<file path="src/rtl/uart_pkg.sv">
// Shared UART constants for the receive path.
// Latency: n/a (constants only).
// Backpressure: n/a.
package uart_pkg;

    // Byte width produced by the UART receiver controller.
    localparam int UART_DATA_W        = 8;

    // Default receive FIFO depth (entries).
    localparam int UART_RX_FIFO_DEPTH = 16;

endpackage

</file>
<file path="src/rtl/uart_fifo_mem.sv">
// DEPTH x DATA_W storage array: one synchronous write port, one asynchronous read port.
// Latency: a write in cycle N is readable from cycle N+1; the read is combinational.
// Backpressure: none; the caller decides when to write.
module uart_fifo_mem #(
    parameter int DATA_W = 8,
    parameter int DEPTH  = 16,
    parameter int AW     = $clog2(DEPTH)
) (
    input  logic              clk,
    input  logic              we,
    input  logic [AW-1:0]     waddr,
    input  logic [DATA_W-1:0] wdata,
    input  logic [AW-1:0]     raddr,
    output logic [DATA_W-1:0] rdata
);

    logic [DATA_W-1:0] mem [DEPTH];

    // Storage write; contents are deliberately not reset.
    always_ff @(posedge clk) begin
        if (we) begin
            mem[waddr] <= wdata;
        end
    end

    // Asynchronous read feeds the first-word-fall-through head.
    always_comb begin
        rdata = mem[raddr];
    end

endmodule

</file>
<file path="src/rtl/uart_rx_fifo.sv">
// Receive byte buffer: captures one byte per rising edge of i_Rx_Done into a FWFT FIFO.
// Latency: a byte pushed in cycle N appears on o_Rd_Data/o_Rd_Valid in cycle N+1 (no bypass).
// Backpressure: none toward the receiver; a push into a full FIFO without a pop is dropped and flagged in o_Overrun.
module uart_rx_fifo
    import uart_pkg::*;
#(
    parameter int DATA_W    = UART_DATA_W,
    parameter int DEPTH     = UART_RX_FIFO_DEPTH,
    parameter int AF_THRESH = 12
) (
    input  logic                     clk,
    input  logic                     reset_n,
    input  logic                     i_Rx_Done,
    input  logic [DATA_W-1:0]        i_Rx_Byte,
    output logic                     o_Rd_Valid,
    output logic [DATA_W-1:0]        o_Rd_Data,
    input  logic                     i_Rd_Ready,
    output logic [$clog2(DEPTH):0]   o_Count,
    output logic                     o_Full,
    output logic                     o_Empty,
    output logic                     o_Almost_Full,
    output logic                     o_Overrun,
    input  logic                     i_Overrun_Clr
);

    localparam int AW = $clog2(DEPTH);
    localparam int CW = AW + 1;

    localparam logic [AW-1:0] PTR_ONE  = AW'(1);
    localparam logic [CW-1:0] CNT_ONE  = CW'(1);
    localparam logic [CW-1:0] CNT_FULL = CW'(DEPTH);
    localparam logic [CW-1:0] CNT_AF   = CW'(AF_THRESH);

    logic              done_q;
    logic [AW-1:0]     wr_ptr;
    logic [AW-1:0]     rd_ptr;
    logic [CW-1:0]     count;
    logic              overrun_q;

    logic              push_req;
    logic              pop;
    logic              wr_en;
    logic              overrun_set;
    logic              full;
    logic              empty;
    logic [DATA_W-1:0] mem_rdata;

    // Handshake decode: one push per done assertion; a full FIFO still accepts when the head is popped.
    always_comb begin
        full        = (count == CNT_FULL);
        empty       = (count == '0);
        push_req    = i_Rx_Done & ~done_q;
        pop         = ~empty & i_Rd_Ready;
        wr_en       = push_req & (~full | pop);
        overrun_set = push_req & full & ~pop;
    end

    // Edge register, pointers, occupancy count and sticky overrun flag.
    always_ff @(posedge clk or negedge reset_n) begin
        if (!reset_n) begin
            done_q    <= 1'b0;
            wr_ptr    <= '0;
            rd_ptr    <= '0;
            count     <= '0;
            overrun_q <= 1'b0;
        end else begin
            done_q <= i_Rx_Done;
            if (wr_en) begin
                wr_ptr <= wr_ptr + PTR_ONE;
            end
            if (pop) begin
                rd_ptr <= rd_ptr + PTR_ONE;
            end
            case ({wr_en, pop})
                2'b10:   count <= count + CNT_ONE;
                2'b01:   count <= count - CNT_ONE;
                default: count <= count;
            endcase
            // A new overrun outranks a coincident clear.
            if (overrun_set) begin
                overrun_q <= 1'b1;
            end else if (i_Overrun_Clr) begin
                overrun_q <= 1'b0;
            end
        end
    end

    uart_fifo_mem #(
        .DATA_W (DATA_W),
        .DEPTH  (DEPTH),
        .AW     (AW)
    ) u_mem (
        .clk    (clk),
        .we     (wr_en),
        .waddr  (wr_ptr),
        .wdata  (i_Rx_Byte),
        .raddr  (rd_ptr),
        .rdata  (mem_rdata)
    );

    // Status flags and the zero-masked head word, all derived from the registered count.
    always_comb begin
        o_Count       = count;
        o_Full        = full;
        o_Empty       = empty;
        o_Almost_Full = (count >= CNT_AF);
        o_Rd_Valid    = ~empty;
        o_Rd_Data     = empty ? '0 : mem_rdata;
        o_Overrun     = overrun_q;
    end

endmodule

</file>
<file path="config.mk">
export PLATFORM = sky130hd
export DESIGN_NAME = uart_rx_fifo
export DESIGN_NICKNAME = d
export VERILOG_FILES = /design/src/rtl/uart_pkg.sv /design/src/rtl/uart_fifo_mem.sv /design/src/rtl/uart_rx_fifo.sv
export SDC_FILE = /design/constraint.sdc
export NUM_CORES = 1
export LEC_CHECK = 0
export CAP_MARGIN = 20
export CELL_PAD_IN_SITES_DETAIL_PLACEMENT = 0
export CELL_PAD_IN_SITES_GLOBAL_PLACEMENT = 1
export CORE_MARGIN = 1.5
export CORE_UTILIZATION = 33
export CTS_CLUSTER_SIZE = 12
export DETAILED_ROUTE_END_ITERATION = 10
export GPL_ROUTABILITY_DRIVEN = 0
export PLACE_DENSITY_LB_ADDON = 0.05
export SYNTH_ARGS = -nofsm -noshare
export SYNTH_HDL_FRONTEND = slang
export SYNTH_SLANG_ARGS = --single-unit
</file>
<file path="constraint.sdc">
create_clock -name clk -period 5 [get_ports clk]
set_input_delay 1.25 -clock clk [delete_from_list [all_inputs] [get_ports clk]]
set_output_delay 1.25 -clock clk [all_outputs]
set_load 0.005 [all_outputs]
</file>
* Yosys cells after proc, flatten, opt, wreduce, memory -nomap -nowiden *
Memory sizes are Yosys's and may differ from the RTL's.
Cells that the tools add are included.

word-level totals
  bits in registers = 15
  memories = 1
  word-level logic and storage cells = 33
  input bits = 13
  memory bits (writable) = 128
  output and inout port bits = 18

memory list
  memory     depth  bits a word  rd ports  clocked after Yosys merged registers in  write ports  line                 text
  u_mem.mem  16     8            1         0                                        1            uart_fifo_mem.sv:17  logic [DATA_W-1:0] mem [DEPTH];

operators by class
  bitwise logic cells = 10
  magnitude comparators = 1
  add/sub/neg operators = 4
  reduce and logical (&&, ||, !) cells = 3
  equality and inequality tests = 3
  multiplexer cells = 6

operator list
  cell                 number
  $pmux 5 s2           1
  $add 4x1->4 const B  2
  $mux 8               1
  $add 5x1->5 const B  1
  $and 1x1->1          5
  $eq 5x5->1 const B   1
  $ge 5x4->1 const B   1
  $logic_not 5->1      1
  $sub 5x1->5 const B  1
  $mux 1               4
  $not 1->1            4
  $reduce_bool 2->1    2
  $eq 2x1->1 const B   1
  $eq 2x2->1 const B   1
  $or 1x1->1           1

* Logic depth before layout (Yosys ltp) *
Gate-level depths: netlist of the first run.

  depth after elaboration = 7
  depth in mapped cells = 9
  depth with buffers taken out = 8

* By module *
A second synthesis of the first run with hierarchy kept.

unflattened totals
  cell total of the unflattened synthesis = 295
  area total of the unflattened synthesis = 5800.6 um^2

modules (own cells, without submodules)
  module         times used  area an instance (um^2)  seq. area each (um^2)  cells each
  uart_fifo_mem  1           4987.3                   3843.7                 221
  uart_rx_fifo   1           813.3                    375.4                  74

* Least setup slack after synthesis of the first run *
No wires, ideal clock.

  path kind = input to register
  from = input i_Rx_Done
  to = register count[4] (netlist: o_Count[4])
  stages on the path = 8
  library setup time = 0.123 ns
  data required time = 4.877 ns
  path buffers = 0
  path slack = 2.059 ns
  arrival time = 2.819 ns
  path through = nor2b_1 > a211oi_2 > xor2_1 > ha_1 > o31a_1 > nor3_1 > mux2i_1 > o221a_2

between the ends
  cells in the longest elaborated chain, start to end = 4
  elaborated cells on any way between the ends = 6
  classes of those cells = eq/ne (2); mux (1); bitwise (2); reduce/logical (1)

RTL lines
  element                                                 line                text
  from (decl)                                             uart_rx_fifo.sv:13  input logic i_Rx_Done,
  $and 1x1->1 *                                           uart_rx_fifo.sv:52  push_req = i_Rx_Done & ~done_q;
  $and 1x1->1 *                                           uart_rx_fifo.sv:54  wr_en = push_req & (~full | pop);
  $eq 2x1->1 / $eq 2x2->1 (equally long branches)         uart_rx_fifo.sv:74  case ({wr_en, pop})
  $pmux 5 s2 / $reduce_bool 2->1 (equally long branches)  -
  to (signal assigned)                                    uart_rx_fifo.sv:75  2'b10: count <= count + CNT_ONE;
  to (signal assigned)                                    uart_rx_fifo.sv:76  2'b01: count <= count - CNT_ONE;
  to (signal assigned)                                    uart_rx_fifo.sv:77  default: count <= count;
  to (decl)                                               uart_rx_fifo.sv:37  logic [CW-1:0] count;

Every way passes the cells marked *; elsewhere a longest branch is shown, timed or not.
A chain may end at the register's enable or synchronous reset.

* Worst setup path after layout of the first run *
  from = register rd_ptr[0]
  to = output o_Rd_Data[1]

between the ends
  cells in the longest elaborated chain, start to end = 2

RTL lines
  element                 line                 text
  from (decl)             uart_rx_fifo.sv:36   logic [AW-1:0] rd_ptr;
  from (signal assigned)  uart_rx_fifo.sv:72   rd_ptr <= rd_ptr + PTR_ONE;
  $mem_v2 16x8            -
  $mux 8                  uart_rx_fifo.sv:108  o_Rd_Data = empty ? '0 : mem_rdata;
  to (decl)               uart_rx_fifo.sv:16   output logic [DATA_W-1:0] o_Rd_Data,

Every way passes these cells.

==> results.yml, run 1 <==
run_status:
  status: "finished clean"
floorplan:
  die-area_um2: 18600
  die_w_um: 136
  start_util_pct: 33.8
  core_um2: 17400
  num_io_pins: 31
  die_h_um: 136
  rows: 48
yosys:
  netlist.area_leader.share_pct: 65.5
  synth.most_common_cell: "edfxtp_1"
  synth_nets: 321
  synth_sequential_area_ratio_pct: 71.9
  synth_edf_count: 128
  synth_area_per_cell_um2: 19.5
  synth_cell_type_count: 44
  synthArstFlopShare_pct: 10.5
  synth_cells: 301
  yosysWarnings: 0
  synth_flop_cell: "edfxtp_1"
  synth.area.top_cells: "edfxtp_1 66%, mux4_2 12%, dfrtp_1 6.4%, mux2i_1 3.1%, ha_1 1.5%"
  synth_top_area_cell: "edfxtp_1"
  synth_area_um2: 5870
  ys_top_cells_by_count: "128 x edfxtp_1, 32 x mux4_2, 18 x mux2i_1, 15 x dfrtp_1, 12 x and2_1"
  ys_ff_latch: 143
sta:
  setup_viol: 0
  maxSlewViolCount: 0
  worst_pin_slew_ns: 0.944
  rsz0062_at_grt: "false"
  skew_ns: 0.00695
  hold_viol: 0
  fin_tns_setup_ns: 0
  max_slew_margin_pct: 37.1
  max_clock_freq_mhz: 242
  post-route-min-period_ns: 4.14
  timing.final.crit_share_pct: 82.8
finish:
  final_area_um2: 7070
  final_core_util_pct: 40.8
  diodes: 0
  area_growth_pct: 20.6
  final_layout_size_suffix_gt1_share_pct: 21.0
  nets: 359
global_route:
  grt_max_degree: 33
  grt_use_total_pct: 15.1
  antenna_found_initial: 0
  grt_pass1_wl_mm: 19.3
  overflow: 0
  first_global_vias: 3030
worst_setup_path:
  cp-end-kind: "primary output"
  path_max_fanout: 17
  r2r_start: "o_Count[2]$_DFFE_PN0P_"
  r2r_slack_ns: 2.37
  worstSetupPathType: "flip-flop to primary output"
  arrival_ns: 2.89
  cp_num_buf_inv: 2
  r2r_cells: 4
  required_ns: 3.75
  cp_cell_sequence: "buf_4 > mux4_2 > mux2i_1 > o22ai_1 > clkdlybuf4s50_1"
  cp.depth: 5
  cpLargestDelayFamily: "buffers and inverters"
  crit_path_start_kind: "flip-flop"
  r2r_end: "u_mem.mem[0][3]$_DFFE_PP_"
  slowest_stage: "dfrtp_2"
  cp_slowest_stage_delay_ns: 0.73
power_and_ir_drop:
  power_frac_comb_pct: 27.4
  p_int_uw: 2970
  swShare_pct: 28.4
  p_leak_uw: 0.00238
  switchingPower_uw: 1180
  irDropWorstVdd_v: 0.000264
  p_per_area_nw_per_um2: 587
  power_frac_seq_pct: 38.4
  power.share.clock_pct: 34.2
  power_uw: 4150
placement:
  place_area_um2: 6410
  portBuffers: 30
  dpl.hpwl_mm: 8.27
run:
  drv_cap: 0
clock_network:
  clk_pin_slew_worst_paths_ns: 0.06
  cts_root_buf: "clkbuf_16"
  cts_tree: "yes"
  cts_sinks: 143
  cts_buffer_depth: 2
  cts_htree_levels: 4
  post_cts_buffers: 0
  ctsResizeCount: 0
  numCtsBuffers: 17
  cts_hold_buf: 0
  worstSkewPairLatency_ns: 0.41
detailed_routing:
  wl_per_cell_um: 22.0
  first_pass_iters: 4
  drtIter0Drc: 209
  vias: 2912
  finalWirelength_mm: 12.7
  viasPerCell: 5.05
  drc: 0
  ant_nets: 0
min_path:
  hold_class: "flip-flop to flip-flop"
  min_to: "o_Overrun$_DFFE_PN0P_"
  hold_path.startpoint: "o_Overrun$_DFFE_PN0P_"
  holdPathStages: 1
[sequential cells by signal (all words and copies together) (netlist names)]
signal	count
u_mem.mem	128
o_Count	5
rd_ptr	4
wr_ptr	4
done_q	1
o_Overrun	1
[worst max path at each step]
stage / startpoint / end / slack, ns
detailed placement: i_Rd_Ready / u_mem.mem[0][4]$_DFFE_PP_ / 1.01
global placement: i_Rd_Ready / u_mem.mem[0][4]$_DFFE_PP_ / 1.10
floorplan: i_Rx_Done / o_Count[4]$_DFFE_PN0P_ / 2.06
global route: rd_ptr[0]$_DFFE_PN0P_ / o_Rd_Data[5] / 0.66
CTS: rd_ptr[0]$_DFFE_PN0P_ / o_Rd_Data[4] / 0.77
finish: rd_ptr[0]$_DFFE_PN0P_ / o_Rd_Data[1] / 0.86
[routing by layer]
metal,GRT usage (%),part of all wire (%)
met1,20.3,46
met2,23.5,49
met3,3.99,3.8
met4,5.32,1.3
met5,0,0
[layout by cell type (no fill, tap or decap), drive strengths merged, types with 2 or more instances in the layout]
cell | synthesis | routed
xnor2 | 6 | 6
dfrtp | 15 | 15
clkdlybuf4s50 | 0 | 30
xor2 | 3 | 3
clkbuf | 5 | 18
inv | 6 | 7
nand2b | 2 | 2
ha | 7 | 7
o22ai | 8 | 8
a31oi | 3 | 3
mux4 | 32 | 32
mux2 | 2 | 2
nor2 | 5 | 5
o21ai | 3 | 3
nand3 | 4 | 4
a211oi | 2 | 2
nand2 | 6 | 6
bufinv | 0 | 6
nand4 | 2 | 2
buf | 10 | 4
mux2i | 18 | 18
and2 | 12 | 12
nor4 | 2 | 2
and3b | 2 | 2
and4 | 4 | 4
clkinv | 0 | 7
edfxtp | 128 | 128
[through the flow]
step,worst slack (ns),std cells,hold slack [ns]
after floorplan,2.06,301,0.479
after global placement,1.10,545,0.489
after detailed placement,1.01,545,0.483
after CTS,0.768,577,0.512
after global routing,0.658,577,0.527
final,0.859,577,0.512
[cell type report]
type	instances	area (um2)
Fill cell	1535	10300
Clock inverter	14	239
Sequential cell	143	4220
Clock buffer	18	429
Timing Repair Buffer	34	330
Inverter	6	22.5
Tap cell	225	282
Multi-Input combinational cell	137	1550
[power by group through the flow]
stage	registers (uW)	logic (uW)	clock network, uW
2_1_floorplan	1490	812	0
3_3_place_gp	1620	1170	0
3_5_place_dp	1620	1160	0
4_1_cts	1600	1170	1450
5_1_grt	1620	1240	1490
6_report	1590	1140	1420
[kinds of logic (layout without fill, tap and decap cells)]
| group | after synthesis | after routing | synth area share [%] |
|---|---|---|---|
| AND/OR/NAND/NOR | 43 | 43 | 4.56 |
| multiplexers | 52 | 52 | 15.8 |
| flip-flops | 143 | 143 | 71.9 |
| AO/OA/AOI/OAI | 26 | 26 | 3.24 |
| adder cells (fa/ha/maj) | 7 | 7 | 1.49 |
| buffers and inverters | 21 | 72 | 1.64 |
| XOR/XNOR | 9 | 9 | 1.34 |
No activity file was read; power rests on OpenSTA's default activity.
==> run 2: changes to the inputs <==
- clock period: 5 -> 3.3 ns (I/O delays scaled with it)
==> run 2 against run 1 <==
Compared with the run above:
- die area stayed put
- combinational power is 87% higher
- clock skew is 0.0026 ns higher
- largest power group unchanged
- non-clock buffer count is 25 higher
- design area is 2.9% higher
==> results.yml, run 2 (synthesis gave the netlist of run 1 again) <==
run_status:
  status: "finished clean"
clock_network:
  numCtsBuffers: 17
  cts_root_buf: "clkbuf_16"
  cts_htree_levels: 4
  cts_tree: "yes"
  cts_sinks: 143
  cts_buffer_depth: 2
  clk_pin_slew_worst_paths_ns: 0.06
  worstSkewPairLatency_ns: 0.42
sta:
  fin_tns_setup_ns: 0
  worst_pin_slew_ns: 0.840
  setup_viol: 0
  max_clock_freq_mhz: 311
  hold_viol: 0
  skew_ns: 0.00951
  max_slew_margin_pct: 43.8
  post-route-min-period_ns: 3.22
  maxSlewViolCount: 0
  timing.final.crit_share_pct: 97.4
power_and_ir_drop:
  p_leak_uw: 0.00246
  irDropWorstVdd_v: 0.000403
  p_per_area_nw_per_um2: 857
finish:
  area_growth_pct: 24.1
  layout_common_cells: "128 x edfxtp_1, 32 x mux4_2, 30 x clkdlybuf4s50_1"
  finalNonFillerCells: 601
  final_common_cell: "edfxtp_1"
  diodes: 0
  largest_register_ffs: 128
  final_layout_size_suffix_gt1_share_pct: 29.0
  nets: 384
  final_core_util_pct: 41.9
  top_register: "u_mem.mem"
global_route:
  grt_pass1_wl_mm: 19.7
  grt_max_degree: 30
  first_global_vias: 3200
  overflow: 0
  antenna_found_initial: 0
  grt_use_total_pct: 15.2
detailed_routing:
  vias: 2980
  viasPerCell: 4.96
  wl_per_cell_um: 21.2
  drtIter0Drc: 256
  drc: 0
  ant_nets: 0
  finalWirelength_mm: 12.7
  first_pass_iters: 4
placement:
  portBuffers: 30
  dpl.hpwl_mm: 8.02
  placedCellCount: 567
worst_setup_path:
  arrival_ns: 2.39
  r2r_start: "o_Count[3]$_DFFE_PN0P_"
  r2r_cells: 9
  crit_path_start_kind: "flip-flop"
  cp-end-kind: "primary output"
  worstSetupPathType: "flip-flop to primary output"
  path_max_fanout: 17
  required_ns: 2.47
  cp-startpoint: "rd_ptr[0]$_DFFE_PN0P_"
run:
  drv_cap: 0
floorplan:
  die-area_um2: 18600
  core_um2: 17400
  start_util_pct: 33.8
  die_w_um: 136
  rows: 48
  die_h_um: 136
  num_io_pins: 31
min_path:
  holdPathStages: 1
  hold_path.startpoint: "rd_ptr[3]$_DFFE_PN0P_"
  hold_class: "flip-flop to flip-flop"
[run 2: cell count changes in the layout (fill, tap and decap cells not counted), sizes merged]
cell / delta
clkinv: -3
bufinv: -4
clkinvlp: +6
buf: +25
[run 2: final timing paths]
check                                          to  slack [ns]
max in group asynchronous   rd_ptr[0]$_DFFE_PN0P_        1.83
hold / removal              rd_ptr[3]$_DFFE_PN0P_        0.47
hold reg to reg             rd_ptr[3]$_DFFE_PN0P_        0.47
min in group asynchronous   wr_ptr[1]$_DFFE_PN0P_        0.89
setup reg to reg           o_Count[4]$_DFFE_PN0P_        0.76
setup / recovery                     o_Rd_Data[3]        0.08
[run 2: report_power, final]
part	internal, uW	switching (uW)	total [uW]
clock network	1110	730	1840
logic	1150	984	2130
registers	2140	129	2270
total	4400	1840	6240
[run 2: timing repair]
| item | CTS | global route |
|---|---|---|
| hold buffers | 0 | 0 |
| setup buffers | 0 | 3 |
| resized for setup | 5 | 7 |
| endpoints found under the setup margin | 4 | 8 |
[run 2: routing by layer]
layer | vias up | part of all wire [%] | track usage [%]
li1 | 1355 | - | -
met1 | 1563 | 45 | 19.4
met2 | 48 | 50 | 25.3
met3 | 14 | 2.9 | 3.36
met4 | 0 | 1.7 | 5.91
met5 | - | 0 | 0
[run 2: cell type report]
| cell class | count | area, um2 |
|---|---|---|
| fill | 1529 | 10100 |
| sequential | 143 | 4220 |
| multi-input combinational | 137 | 1600 |
| timing repair buffer | 59 | 581 |
| clock buffer | 18 | 429 |
| tap | 225 | 282 |
| clock inverter | 13 | 141 |
| inverter | 6 | 22.5 |
[run 2: per-stage QoR]
stage | setup slack, ns | power (uW) | hold slack [ns] | area, um2
floorplan | 0.784 | 3490 | 0.479 | 5870
detailed placement | 0.156 | 4340 | 0.462 | 6610
global route | -0.0254 | 6590 | 0.508 | 7280
CTS | 0.0101 | 6220 | 0.474 | 7200
global placement | 0.231 | 4330 | 0.461 | 6610
finish | 0.0847 | 6240 | 0.471 | 7280
[run 2: critical path: stages, from the launching register on]
cell and delay, ns:
dfrtp_2 0.41, buf_12 0.20, mux4_2 0.53, mux2i_2 0.22, o22ai_2 0.14, clkdlybuf4s50_1 0.47
==> run 3: changes to the inputs <==
- REMOVE_ABC_BUFFERS: default -> 1
- SETUP_SLACK_MARGIN: default -> 0.5
==> run 3 against run 2 <==
Compared with the run above:
- clock-buffer cell count is 3 higher
- worst hold slack gained 0.036 ns
- critical path depth rose by 2
- global-route usage grew 0.57 points
- non-clock buffer count up 11
- combinational power up 14%
- worst setup slack better by 0.27 ns
- clock power down 3%
- final cell count is 1.8% higher
==> results.yml, run 3 (synthesis gave the netlist of run 1 again) <==
placement:
  portBuffers: 30
  dpl.hpwl_mm: 8.33
run_status:
  status: "finished clean"
power_and_ir_drop:
  p_int_uw: 4550
  power_uw: 6460
  power_frac_seq_pct: 35.1
  irDropWorstVdd_v: 0.000371
  switchingPower_uw: 1910
  p_per_area_nw_per_um2: 868
  p_leak_uw: 0.00256
  swShare_pct: 29.5
  power.share.clock_pct: 27.5
  power_frac_comb_pct: 37.4
run:
  drv_cap: 0
floorplan:
  rows: 48
  start_util_pct: 33.8
  core_um2: 17400
  die_h_um: 136
  num_io_pins: 31
  die-area_um2: 18600
  die_w_um: 136
clock_network:
  cts_tree: "yes"
  cts_hold_buf: 0
  cts_htree_levels: 4
  numCtsBuffers: 17
  clk_pin_slew_worst_paths_ns: 0.05
  cts_sinks: 143
  cts_root_buf: "clkbuf_16"
  cts_buffer_depth: 2
  worstSkewPairLatency_ns: 0.41
detailed_routing:
  finalWirelength_mm: 13.4
  vias: 2981
  drtIter0Drc: 147
  first_pass_iters: 4
  wl_met2_mm: 6.55
  viasPerCell: 4.87
  top_layer: "met4"
  wl_met1_mm: 6.28
  wl_per_cell_um: 21.9
  drc: 0
  wl_met3_um: 407
  ant_nets: 0
sta:
  worst_pin_slew_ns: 0.794
  fin_tns_setup_ns: 0
  timing.final.crit_share_pct: 89.2
  setup_viol: 0
  rsz0062_at_grt: "true"
  max_clock_freq_mhz: 340
  max_slew_margin_pct: 46.9
  post-route-min-period_ns: 2.94
  hold_viol: 0
  skew_ns: 0.00743
  maxSlewViolCount: 0
global_route:
  first_global_vias: 3217
  grt_use_total_pct: 15.8
  grt_max_degree: 36
  overflow: 0
  antenna_found_initial: 0
  grt_pass1_wl_mm: 20.2
finish:
  final_layout_size_suffix_gt1_share_pct: 32.6
  layout_common_cells: "128 x edfxtp_1, 32 x mux4_2, 24 x buf_4"
  largest_register_ffs: 128
  final_core_util_pct: 42.9
  final_common_cell: "edfxtp_1"
  top_register: "u_mem.mem"
  nets: 395
  area_growth_pct: 26.9
  diodes: 0
worst_setup_path:
  crit_path_start_kind: "flip-flop"
  r2r_slack_ns: 0.89
  worstSetupPathType: "flip-flop to primary output"
  required_ns: 2.47
  cp-end-kind: "primary output"
  arrival_ns: 2.12
  path_max_fanout: 5
min_path:
  hold_class: "flip-flop to flip-flop"
## run 3: cell types whose count changed in the layout (fill, tap and decap cells not counted), sizes merged
cell / before / now
inv: 7 / 6
dlygate4sd2: 0 / 2
clkdlybuf4s50: 30 / 20
clkinvlp: 6 / 1
buf: 29 / 47
clkinv: 4 / 7
clkbuf: 18 / 22
## run 3: layout make-up
type | instances | area (um2)
tap | 225 | 282
multi-input combinational | 137 | 1660
sequential | 143 | 4220
inverter | 6 | 22.5
clock inverter | 10 | 96.3
fill | 1541 | 9910
timing repair buffer | 70 | 717
clock buffer | 21 | 440
## run 3: metal layers
| metal | track usage (%) | vias up |
|---|---|---|
| li1 | - | 1383 |
| met1 | 21.1 | 1542 |
| met2 | 25.0 | 47 |
| met3 | 4.03 | 9 |
| met4 | 5.50 | 0 |
| met5 | 0 | - |
## run 3: power by group through the flow
stage	Clock [uW]	Sequential, uW	Combinational [uW]
5_1_grt	1880	2290	2610
4_1_cts	1810	2270	2400
6_report	1780	2270	2420
2_1_floorplan	0	2480	956
3_3_place_gp	0	2300	2010
3_5_place_dp	0	2300	2000
## run 3: critical path, cell delays in order, from the launching register on
cell and delay [ns]:
dfrtp_2 0.45, buf_6 0.15, buf_16 0.13, buf_6 0.10, mux4_2 0.50, mux2i_1 0.15, o22ai_1 0.11, buf_2 0.14
## run 3: what timing repair did
item	in CTS	in global routing
gates resized for setup	65	3
buffers inserted	15	2
endpoints found under the setup margin	10	8
pin swaps	11	2
gates cloned	2	1
## run 3: worst paths after layout
kind / start / endpoint / cells past startpoint
max: rd_ptr[0]$_DFFE_PN0P_ / o_Rd_Data[3] / 7
min: o_Overrun$_DFFE_PN0P_ / o_Overrun$_DFFE_PN0P_ / 1
max reg2reg: o_Count[0]$_DFFE_PN0P_ / o_Count[4]$_DFFE_PN0P_ / 10
min reg2reg: o_Overrun$_DFFE_PN0P_ / o_Overrun$_DFFE_PN0P_ / 1
max in group asynchronous: reset_n / rd_ptr[0]$_DFFE_PN0P_ / 1
min in group asynchronous: reset_n / o_Count[0]$_DFFE_PN0P_ / 1
## run 3: per-stage QoR
step	cell area [um2]	worst slack [ns]	instances	hold WS, ns
2_1_floorplan	5790	0.155	286	0.479
3_3_place_gp	6560	0.305	561	0.499
3_5_place_dp	6560	0.325	561	0.495
4_1_cts	7390	0.313	609	0.520
5_1_grt	7440	0.275	612	0.556
6_report	7440	0.355	612	0.507
